## config.mk

```make
export PLATFORM = sky130hd
export DESIGN_NAME = feat_bram_stream_reader
export DESIGN_NICKNAME = d
export VERILOG_FILES = /design/src/rtl/feat_bram_stream_reader.sv
export SDC_FILE = /design/constraint.sdc
export NUM_CORES = 1
export LEC_CHECK = 0
export ABC_AREA = 1
export BUFFER_PORTS_ARGS = -buffer_cell sky130_fd_sc_hd__buf_4
export CAP_MARGIN = 30
export CELL_PAD_IN_SITES_DETAIL_PLACEMENT = 0
export CELL_PAD_IN_SITES_GLOBAL_PLACEMENT = 2
export CORE_MARGIN = 2
export CORE_UTILIZATION = 33
export CTS_BUF_LIST = sky130_fd_sc_hd__clkbuf_8
export DETAILED_ROUTE_END_ITERATION = 8
export PLACE_DENSITY = 0.79
export SYNTH_ARGS = -nofsm -noshare
export SYNTH_HDL_FRONTEND = slang
export SYNTH_SLANG_ARGS = --single-unit
```

## constraint.sdc

```tcl
create_clock -name clk -period 2.24 [get_ports clk]
set_input_delay 0.448 -clock clk [delete_from_list [all_inputs] [get_ports clk]]
set_output_delay 0.448 -clock clk [all_outputs]
set_load 0.02 [all_outputs]
```

## src/rtl/feat_bram_stream_reader.sv

```systemverilog
// Streams the GAT new-feature BRAM (port B) to the host as a valid/ready stream with last marking.
// Define FEAT_RD_NODE_MARK_EN to flag the last feature of every node on m_tuser.
module feat_bram_stream_reader #(
    parameter int unsigned NEW_FEATURE_WIDTH  = 32,
    parameter int unsigned NUM_SUBGRAPHS      = 2708,
    parameter int unsigned NUM_FEATURE_OUT    = 16,
    parameter int unsigned NEW_FEATURE_DEPTH  = NUM_SUBGRAPHS * NUM_FEATURE_OUT,
    parameter int unsigned NEW_FEATURE_ADDR_W = $clog2(NEW_FEATURE_DEPTH),
    parameter int unsigned FIFO_DEPTH         = 4
) (
    input  logic                          clk,
    input  logic                          rst_n,
    input  logic                          start,
    input  logic [NEW_FEATURE_ADDR_W:0]   num_words,
    output logic [NEW_FEATURE_ADDR_W+1:0] feat_bram_addrb,
    input  logic [NEW_FEATURE_WIDTH-1:0]  feat_bram_dout,
    output logic [NEW_FEATURE_WIDTH-1:0]  m_tdata,
    output logic                          m_tvalid,
    input  logic                          m_tready,
    output logic                          m_tlast,
    output logic                          m_tuser,
    output logic                          busy,
    output logic                          done
);

    localparam int unsigned LEN_W = NEW_FEATURE_ADDR_W + 1;
    localparam int unsigned CNT_W = $clog2(FIFO_DEPTH + 1);
    localparam int unsigned IDX_W = $clog2(FIFO_DEPTH);
    localparam logic [LEN_W-1:0] DEPTH_LEN = LEN_W'(NEW_FEATURE_DEPTH);

    typedef enum logic [1:0] {IDLE, READ, DRAIN, DONE} state_t;

    state_t                       state;
    logic [LEN_W-1:0]             len;
    logic [LEN_W-1:0]             issued;
    logic [LEN_W-1:0]             beats;
    logic                         inflight;
    logic                         pend_last;
    logic [CNT_W-1:0]             count;
    logic [NEW_FEATURE_WIDTH-1:0] fifo_data [FIFO_DEPTH];
    logic                         fifo_last [FIFO_DEPTH];

    logic [LEN_W-1:0]             len_sat_c;
    logic [LEN_W-1:0]             issued_inc_c;
    logic [CNT_W:0]               occupancy_c;
    logic                         issue_c;
    logic                         pop_c;

    // Credit check: a read may only issue if its data is guaranteed a FIFO slot.
    assign len_sat_c    = (num_words > DEPTH_LEN) ? DEPTH_LEN : num_words;
    assign issued_inc_c = issued + LEN_W'(1);
    assign occupancy_c  = (CNT_W+1)'(count) + (CNT_W+1)'(inflight);
    assign issue_c      = (state == READ) && (issued != len) &&
                          (occupancy_c < (CNT_W+1)'(FIFO_DEPTH));
    assign pop_c        = m_tvalid && m_tready;

    always_ff @(posedge clk or negedge rst_n) begin
        if (!rst_n) begin
            state           <= IDLE;
            len             <= '0;
            issued          <= '0;
            beats           <= '0;
            inflight        <= 1'b0;
            pend_last       <= 1'b0;
            feat_bram_addrb <= '0;
            busy            <= 1'b0;
            done            <= 1'b0;
        end else begin
            done     <= 1'b0;
            inflight <= 1'b0;
            if (pop_c) begin
                beats <= beats + LEN_W'(1);
            end
            unique case (state)
                IDLE: begin
                    if (start) begin
                        len   <= len_sat_c;
                        beats <= '0;
                        busy  <= 1'b1;
                        if (len_sat_c == '0) begin
                            issued <= '0;
                            state  <= DONE;
                        end else begin
                            // Word 0 issues on the accepting edge to keep start-to-valid at 2 cycles.
                            feat_bram_addrb <= '0;
                            issued          <= LEN_W'(1);
                            inflight        <= 1'b1;
                            pend_last       <= (len_sat_c == LEN_W'(1));
                            state           <= READ;
                        end
                    end
                end
                READ: begin
                    if (issue_c) begin
                        feat_bram_addrb <= {issued[NEW_FEATURE_ADDR_W-1:0], 2'b00};
                        issued          <= issued_inc_c;
                        inflight        <= 1'b1;
                        pend_last       <= (issued_inc_c == len);
                    end
                    if ((issue_c ? issued_inc_c : issued) == len) begin
                        state <= DRAIN;
                    end
                end
                DRAIN: begin
                    if ((count == '0) && !inflight && (beats == len)) begin
                        state <= DONE;
                    end
                end
                DONE: begin
                    busy  <= 1'b0;
                    done  <= 1'b1;
                    state <= IDLE;
                end
                default: state <= IDLE;
            endcase
        end
    end

`ifdef FEAT_RD_NODE_MARK_EN
    localparam int unsigned FEAT_W = (NUM_FEATURE_OUT > 1) ? $clog2(NUM_FEATURE_OUT) : 1;
    localparam logic [FEAT_W-1:0] FEAT_LAST = FEAT_W'(NUM_FEATURE_OUT - 1);

    logic [FEAT_W-1:0] feat_cnt;
    logic              pend_user;
    logic              fifo_user [FIFO_DEPTH];
    logic              user_nxt_c [FIFO_DEPTH];
    logic              accept_c;

    assign accept_c = (state == IDLE) && start && (len_sat_c != '0);

    // Feature index of the next word to issue; word 0 issues on the accepting edge.
    always_ff @(posedge clk or negedge rst_n) begin
        if (!rst_n) begin
            feat_cnt  <= '0;
            pend_user <= 1'b0;
        end else if (accept_c) begin
            pend_user <= (FEAT_LAST == '0);
            feat_cnt  <= (FEAT_LAST == '0) ? '0 : FEAT_W'(1);
        end else if (issue_c) begin
            pend_user <= (feat_cnt == FEAT_LAST);
            feat_cnt  <= (feat_cnt == FEAT_LAST) ? '0 : feat_cnt + FEAT_W'(1);
        end
    end
`endif

    logic [NEW_FEATURE_WIDTH-1:0] data_nxt_c [FIFO_DEPTH];
    logic                         last_nxt_c [FIFO_DEPTH];
    logic [CNT_W-1:0]             count_nxt_c;
    logic [IDX_W-1:0]             wr_idx_c;

    // Shift-register skid FIFO: entry 0 is the head and directly drives the stream outputs.
    always_comb begin
        for (int i = 0; i < int'(FIFO_DEPTH) - 1; i++) begin
            data_nxt_c[i] = pop_c ? fifo_data[i+1] : fifo_data[i];
            last_nxt_c[i] = pop_c ? fifo_last[i+1] : fifo_last[i];
        end
        data_nxt_c[FIFO_DEPTH-1] = pop_c ? '0 : fifo_data[FIFO_DEPTH-1];
        last_nxt_c[FIFO_DEPTH-1] = pop_c ? 1'b0 : fifo_last[FIFO_DEPTH-1];
`ifdef FEAT_RD_NODE_MARK_EN
        for (int i = 0; i < int'(FIFO_DEPTH) - 1; i++) begin
            user_nxt_c[i] = pop_c ? fifo_user[i+1] : fifo_user[i];
        end
        user_nxt_c[FIFO_DEPTH-1] = pop_c ? 1'b0 : fifo_user[FIFO_DEPTH-1];
`endif
        wr_idx_c = IDX_W'(count - CNT_W'(pop_c));
        if (inflight) begin
            data_nxt_c[wr_idx_c] = feat_bram_dout;
            last_nxt_c[wr_idx_c] = pend_last;
`ifdef FEAT_RD_NODE_MARK_EN
            user_nxt_c[wr_idx_c] = pend_user;
`endif
        end
        count_nxt_c = count + CNT_W'(inflight) - CNT_W'(pop_c);
    end

    always_ff @(posedge clk or negedge rst_n) begin
        if (!rst_n) begin
            for (int i = 0; i < int'(FIFO_DEPTH); i++) begin
                fifo_data[i] <= '0;
                fifo_last[i] <= 1'b0;
`ifdef FEAT_RD_NODE_MARK_EN
                fifo_user[i] <= 1'b0;
`endif
            end
            count    <= '0;
            m_tvalid <= 1'b0;
        end else begin
            fifo_data <= data_nxt_c;
            fifo_last <= last_nxt_c;
`ifdef FEAT_RD_NODE_MARK_EN
            fifo_user <= user_nxt_c;
`endif
            count     <= count_nxt_c;
            m_tvalid  <= (count_nxt_c != '0);
        end
    end

    assign m_tdata = fifo_data[0];
    assign m_tlast = fifo_last[0];
`ifdef FEAT_RD_NODE_MARK_EN
    assign m_tuser = fifo_user[0];
`else
    assign m_tuser = 1'b0;
`endif

endmodule

```

==> results of run 1 <==
-- cells by family (layout without fill, tap and decap cells) --
| logic type | after synthesis | in the layout | share of synthesized area [%] |
|---|---|---|---|
| buffers and inverters | 235 | 506 | 9.73 |
| other | 1 | 3 | 0.0349 |
| XOR/XNOR | 31 | 31 | 2.77 |
| flip-flops | 209 | 209 | 48.6 |
| adder cells (fa/ha/maj) | 11 | 11 | 1.35 |
| AO/OA/AOI/OAI | 335 | 335 | 17.6 |
| AND/OR/NAND/NOR | 482 | 482 | 19.8 |
-- per-layer routing --
metal / GRT usage [%] / share of wire, % / vias up
met3: 3.66 / 4.8 / 47
li1: - / - / 4891
met2: 27.9 / 45 / 199
met5: 0 / 0.081 / -
met1: 27.1 / 48 / 4646
met4: 5.25 / 2.0 / 4
-- layout make-up --
class	instances	area share [%]
multi-input combinational	862	33.5
clock inverter	15	0.488
inverter	127	3.30
clock buffer	52	4.90
tap	442	3.78
sequential	209	35.9
timing repair buffer	312	18.2
-- registers in the layout, indices dropped and copies added, names as in the netlist --
| register | flops |
|---|---|
| issued | 17 |
| feat_bram_addrb | 16 |
| m_tvalid | 1 |
| m_tlast | 1 |
| done | 1 |
| pend_last | 1 |
| busy | 1 |
| state | 2 |
| count | 3 |
| inflight | 1 |
| fifo_last | 3 |
| beats | 17 |
| len | 17 |
| fifo_data | 96 |
| m_tdata | 32 |
-- power groups by stage --
stage / Combinational (mW) / Sequential [mW] / Clock [mW]
global placement: 7.99 / 6.24 / 0
finish: 8.99 / 6.25 / 3.74
global route: 9.96 / 6.46 / 4.04
detailed placement: 8.06 / 6.26 / 0
CTS: 8.20 / 6.23 / 3.87
floorplan: 5.12 / 6.14 / 0
-- stage by stage --
step	area [µm²]	std cells	setup slack [ns]	TNS, ns
after floorplan	10800	1306	-0.0255	-0.0255
after global placement	13100	1923	-0.307	-5.90
after detailed placement	13100	1923	-0.338	-7.54
after CTS	14000	1994	-0.159	-0.320
after global routing	14600	2019	-0.335	-1.45
final	14600	2019	-0.113	-0.218
-- worst min path at each step --
stage,start,depth (start not counted),endpoint
2_1_floorplan,rst_n,0,beats[0]$_DFF_PN0_
3_3_place_gp,rst_n,1,fifo_data[91]$_DFF_PN0_
3_5_place_dp,rst_n,1,m_tdata[26]$_DFF_PN0_
4_1_cts,num_words[9],3,len[9]$_DFFE_PN0P_
5_1_grt,num_words[9],3,len[9]$_DFFE_PN0P_
6_report,num_words[9],3,len[9]$_DFFE_PN0P_
-- layout by cell type, fill, tap and decap left out, types with 38 or more instances in the layout --
cell type and n:
nand2_2 38, buf_4 280, o22ai_1 118, clkbuf_8 52
dfrtp_1 197, nand2_1 139, nand3_1 73, o21ai_0 161
inv_1 118, nor2_1 149
-- worst max-delay path, stage by stage (launching register included) --
cell and delay (ns):
dfrtp_2 0.46, nand2_1 0.10, nand2_2 0.08, nor2_4 0.12
nand2_2 0.07, nor2_4 0.12, nand3_4 0.18, clkbuf_16 0.22
nand3_2 0.06, nand2_1 0.07, nand2_1 0.06, nand2_1 0.04
nor2_1 0.09, nand3_1 0.12, o21bai_2 0.22, nand2_1 0.09
nand2_1 0.07, nand2_1 0.04
-- timing repair --
item	in CTS	in global routing
setup endpoints to repair	3	78
hold endpoints to repair	58	0
buffers inserted	3	19
pin swaps	8	30
hold buffers	1	0
gates cloned	0	6
gates resized for setup	19	120
==> summary.md, run 1 <==
| Metric | Value |
|---|---|
| Status | complete, but fails checks |
| Failing checks | setup timing |
| Netlist cell types | 56 |
| Nets@finish | 1615 |
| PnR worst setup slack | -0.113 ns |
| Via count | 9787 |
| Critical Path Source | issued[6]$_DFFE_PN0P_ |
| Iter 0 DRT Violations | 524 |
| First-pass GRT wire length | 50600 µm |
| Leakage Power | 6.88 nW |
| Tot Pwr | 19.0 mW |
| Switching share of total power | 40.1% |
| Slew Viols, Final | 0 |
| Most frequent cells after synthesis | dfrtp_1, o21ai_0, nand2_1, nor2_1 |
| Final period utilization | 105% |
| Number of synthesized flops with an enable pin | 0 |
| Psw | 7.62 mW |
| Post-DP HPWL | 21200 µm |
| Ant diodes | 0 |
| Port Buffers | 104 |
| Slew Limit Headroom | 36.1% |
| Count of clock tree sinks | 209 |
| Reg-to-Reg End | state[0]$_DFFE_PN0P_ |
| Filler cell count | 3207 |
| Fmax | 425 MHz |
| Reg clk slew, reported paths | 0.06 ns |
| Routed len/inst | 16.0 µm |
| Synth Instances | 1304 |
| Post-synth top area share | 48.6% |
| Asr flop ratio synth | 100% |
| Num rows | 66 |
| Data arrival time of the worst path | 2.78 ns |
| Deepest clock path buffer count | 3 |
| Avg Synthesized Cell Area | 8.24 µm² |
| 1st-pass router iterations | 5 |
| Final hold vios | 0 |
| Largest net degree at the start of global routing | 100 |
| Power Internal | 11.4 mW |
| Max-Cap Viols | 0 |
| Ys flop type | dfrtp_1 |
| Synth area leaders | dfrtp_1, o21ai_0, o22ai_1, nand2_1, nor2_1 |
| CTS tree | yes |
| Multi-input logic area | 4890 µm² |
| Clk_lat worst skew | 0.56 ns |
| Worst EP required | 2.67 ns |
| Clock network power share | 19.7% |
| Peak supply drop | 666 µV |
| Die Wd | 184 µm |
| Register Area | 5250 µm² |
| H-tree depth | 2 |
| CP Max Fanout | 6 |
| Avg Vias per Cell | 4.85 |
| Cell with the most instances after synthesis | dfrtp_1 |
| Reg power frac | 32.9% |
| GPL Wtd Cong | 0.877 |
| Cell chosen for the clock root | clkbuf_8 |
| Total Routing Usage GR | 18.6% |
| R2r setup slk | -0.11 ns |
| Worst Clk Skew | 0.0400 ns |
| Initial Util | 33.3% |
| Core Box Area | 32300 µm² |
| Synth area leader | dfrtp_1 |
| Remaining Overflow, GRT | 0 |
| Final Util | 45.3% |
| Seq/Total Area, Yosys | 48.6% |
| Ys Warns | 0 |
| Depth of the worst register-to-register path | 17 |
| Setup-failing EPs final | 2 |
| Critical Path End | state[0]$_DFFE_PN0P_ |
| RSZ-0062 raised after global routing | yes |
| Hold slack | 0.159 ns |
| Mapped Area | 10800 µm² |
| Worst Setup Start Kind | flop |
| Total CTS buffers | 39 |
| Power density over the cells | 1300 nW/µm² |
| Layout cells sized above 1 | 32.3% |
| Combinational share of power | 47.3% |
| Antenna violations before repair | 2 |
| Worst r2r src | issued[6]$_DFFE_PN0P_ |
| Number of synthesized register bits | 209 |
| Tmin final | 2.35 ns |
| Vias in the first global route | 9376 |
| Area of the die | 34000 µm² |
| Die Y | 184 µm |
| Worst min path class | in2reg |
| Crit path capture type | flop |
| Layout area overhead | 36.0% |
| Worst Tran Pin Value | 0.958 ns |
| DRC | 0 |
| Critical path class | reg2reg |
| Top-level I/O count | 108 |
| Final ANT Viol Nets | 0 |
| DRT Wirelength | 32200 µm |
Note: power is estimated with default switching activity, not from simulation.
==> run 2, diff against run 1 <==
Settings changed: CORE_ASPECT_RATIO set to 0.5, CORE_MARGIN 2 to 10.
==> summary.md, run 2 (same netlist as run 1, synthesis figures left out) <==
| Metric | Value |
|---|---|
| Total CTS buffers | 35 (-10%) |
| Initial Util | 33.7% (+0.42 points) |
| Worst path max stage delay | 0.43 ns (-0.03 ns) |
| Tmin final | 2.40 ns (+0.0469 ns) |
| DRC | 0 (unchanged) |
| GPL Wtd Cong | 0.899 (+2.4%) |
| Num rows | 46 (-30%) |
| Final Util | 45.0% (-0.25 points) |
| Remaining Overflow, GRT | 0 (unchanged) |
| Ant diodes | 0 (unchanged) |
| Largest register FFs | 96 (unchanged) |
| Worst Tran Pin Value | 0.950 ns (-0.00870 ns) |
| CP max stage cell | dfrtp_1 |
| Core Box Area | 31900 µm² (-1.2%) |
| Fmax | 417 MHz (-2.0%) |
| 1st-pass router iterations | 5 (unchanged) |
| Failing checks | setup timing |
| First-pass GRT wire length | 53500 µm (+5.7%) |
| Port Buffers | 104 (unchanged) |
| Worst Setup Start Kind | flop |
| Deepest clock path buffer count | 3 (unchanged) |
| Slew Limit Headroom | 36.7% (+0.58 points) |
| Psw | 7.54 mW (-1.0%) |
| Avg Vias per Cell | 4.95 (+2.1%) |
| Setup-failing EPs final | 3 (+1) |
| Final ANT Viol Nets | 0 (unchanged) |
| Largest net degree at the start of global routing | 100 (unchanged) |
| Status | complete, but fails checks |
| CP bufs+invs | 3 (+2) |
| PnR worst setup slack | -0.160 ns (-0.0469 ns) |
| Tot Pwr | 18.6 mW (-1.8%) |
| Iter 0 DRT Violations | 709 (+35%) |
| H-tree depth | 2 (unchanged) |
| Reg clk slew, reported paths | 0.06 ns (about the same) |
| Leakage Power | 6.79 nW (-1.3%) |
| Most flops, register | fifo_data |
| Worst Clk Skew | 0.0233 ns (-0.0167 ns) |
| Post-DP HPWL | 22800 µm (+7.3%) |
| Total Routing Usage GR | 16.1% (-2.5 points) |
| Peak supply drop | 483 µV (-27%) |
| Crit path max-delay family | simple AND/OR/NAND/NOR gates |
| Top-level I/O count | 108 (unchanged) |
| Critical path class | reg2reg |
| Most common library cell in the layout ignoring fill and taps | buf_4 |
| Cell chosen for the clock root | clkbuf_8 |
| CP Max Fanout | 8 (+2) |
| Antenna violations before repair | 0 (-2) |
| Worst path most repeated cell | nand2_1 |
| Filler cell count | 3197 (-0.31%) |
| Final period utilization | 107% (+2.1 points) |
| Layout area overhead | 33.5% |
| Worst EP required | 2.67 ns (about the same) |
| Crit path capture type | flop |
| Power Internal | 11.1 mW (-2.4%) |
| Routed len/inst | 16.5 µm (+3.3%) |
| Worst min path class | in2reg |
| Switching share of total power | 40.4% (+0.33 points) |
| Nets@finish | 1603 (-0.74%) |
| Count of clock tree sinks | 209 (unchanged) |
| Hold slack | 0.158 ns (-0.00130 ns) |
| Final hold vios | 0 (unchanged) |
| Combinational share of power | 47.1% (-0.2 points) |
| Power density over the cells | 1300 nW/µm² (about the same) |
| Max-Cap Viols | 0 (unchanged) |
| DRT Wirelength | 32900 µm (+2.2%) |
| Slew Viols, Final | 0 (unchanged) |
| Data arrival time of the worst path | 2.83 ns (+0.05 ns) |
| Layout cells sized above 1 | 30.1% (-2.2 points) |
| Area of the die | 40600 µm² (+19%) |
| RSZ-0062 raised after global routing | yes |
| Crit-path cells | buf_6 -> inv_4 -> nand2_4 -> nand2_4 -> nand3_4 -> nor2_4 -> nand3_4 -> buf_6 -> nand3b_1 -> nand2_1 -> nand2_1 -> nand3_2 -> nor2_2 -> nand2_2 -> o21bai_4 -> nand2_2 -> nand2_1 -> nand2_1 |
| Die Wd | 275 µm (+49%) |
| Clk_lat worst skew | 0.56 ns (about the same) |
| CTS tree | yes |
| Die Y | 148 µm (-20%) |
| Vias in the first global route | 10.1k (+8.0%) |
| Reg power frac | 33.2% (+0.3 points) |
| Via count | 9886 (+1.0%) |
| Most frequent cells in the layout | buf_4, dfrtp_1, o21ai_0 |
| Clock network power share | 19.6% (about the same) |
run 2: cell types whose count changed in the layout (fill, tap and decap cells not counted), sizes merged:
cell	delta
inv	-4
buf	-5
clkinv	+3
clkbuf	-6
run 2: through the flow:
step | TNS [ns] | instances | setup slack (ns) | cell area [µm²]
after floorplan | -0.0255 | 1306 | -0.0255 | 10800
after global placement | -8.57 | 1910 | -0.466 | 13000
after detailed placement | -8.44 | 1911 | -0.453 | 13100
after CTS | -0.457 | 1993 | -0.161 | 14100
final | -0.425 | 1997 | -0.160 | 14400
after global routing | -0.842 | 1997 | -0.282 | 14400
run 2: per-layer routing:
metal | global-route usage, % | share of wire [%] | up-vias
met1 | 20.1 | 44 | 4771
met4 | 4.84 | 2.6 | 0
li1 | - | - | 4865
met2 | 27.6 | 49 | 189
met5 | 0 | 0 | -
met3 | 3.37 | 4.4 | 61
run 2: area by class of cell:
cell class | instances | area (µm²) | share of cell area, %
multi-input cells | 862 | 4840 | 33.7
inverters | 127 | 482 | 3.36
well taps | 432 | 541 | 3.77
repair buffers | 304 | 2500 | 17.4
clock inverters | 14 | 80.1 | 0.558
flip-flops and latches | 209 | 5240 | 36.5
clock buffers | 49 | 674 | 4.70
run 2: worst reg2reg max path: stages, from the launching register on:
cell	delay, ns
dfrtp_1	0.43
buf_6	0.15
inv_4	0.05
nand2_4	0.05
nand2_4	0.07
nand3_4	0.09
nor2_4	0.13
nand3_4	0.16
buf_6	0.19
nand3b_1	0.13
nand2_1	0.08
nand2_1	0.08
nand3_2	0.06
nor2_2	0.15
nand2_2	0.08
o21bai_4	0.19
nand2_2	0.08
nand2_1	0.07
nand2_1	0.05
run 2: power by group through the flow:
| stage | logic [mW] | registers, mW | clock network [mW] |
|---|---|---|---|
| 2_1_floorplan | 5.12 | 6.14 | 0 |
| 3_3_place_gp | 8.03 | 6.19 | 0 |
| 3_5_place_dp | 8.19 | 6.23 | 0 |
| 4_1_cts | 8.57 | 6.19 | 3.80 |
| 5_1_grt | 9.73 | 6.37 | 3.99 |
| 6_report | 8.79 | 6.19 | 3.66 |
run 2: what timing repair did:
action,in CTS,in global routing
buffers inserted,17,5
gates resized for setup,39,62
hold endpoints to repair,63,0
endpoints found under the setup margin,4,26
cloned,1,0
hold buffers,1,0
pin swaps,22,24
run 2: final timing paths:
check,to,startpoint,slack (ns),cells past startpoint
setup / recovery,state[0]$_DFFE_PN0P_,issued[0]$_DFFE_PN0P_,-0.16,18
hold / removal,len[10]$_DFFE_PN0P_,num_words[10],0.16,3
setup reg to reg,state[0]$_DFFE_PN0P_,issued[0]$_DFFE_PN0P_,-0.16,18
hold reg to reg,feat_bram_addrb[5]$_DFFE_PN0P_,feat_bram_addrb[5]$_DFFE_PN0P_,0.49,2
max in group asynchronous,issued[7]$_DFFE_PN0P_,rst_n,1.06,3
min in group asynchronous,fifo_data[83]$_DFF_PN0_,rst_n,0.47,2
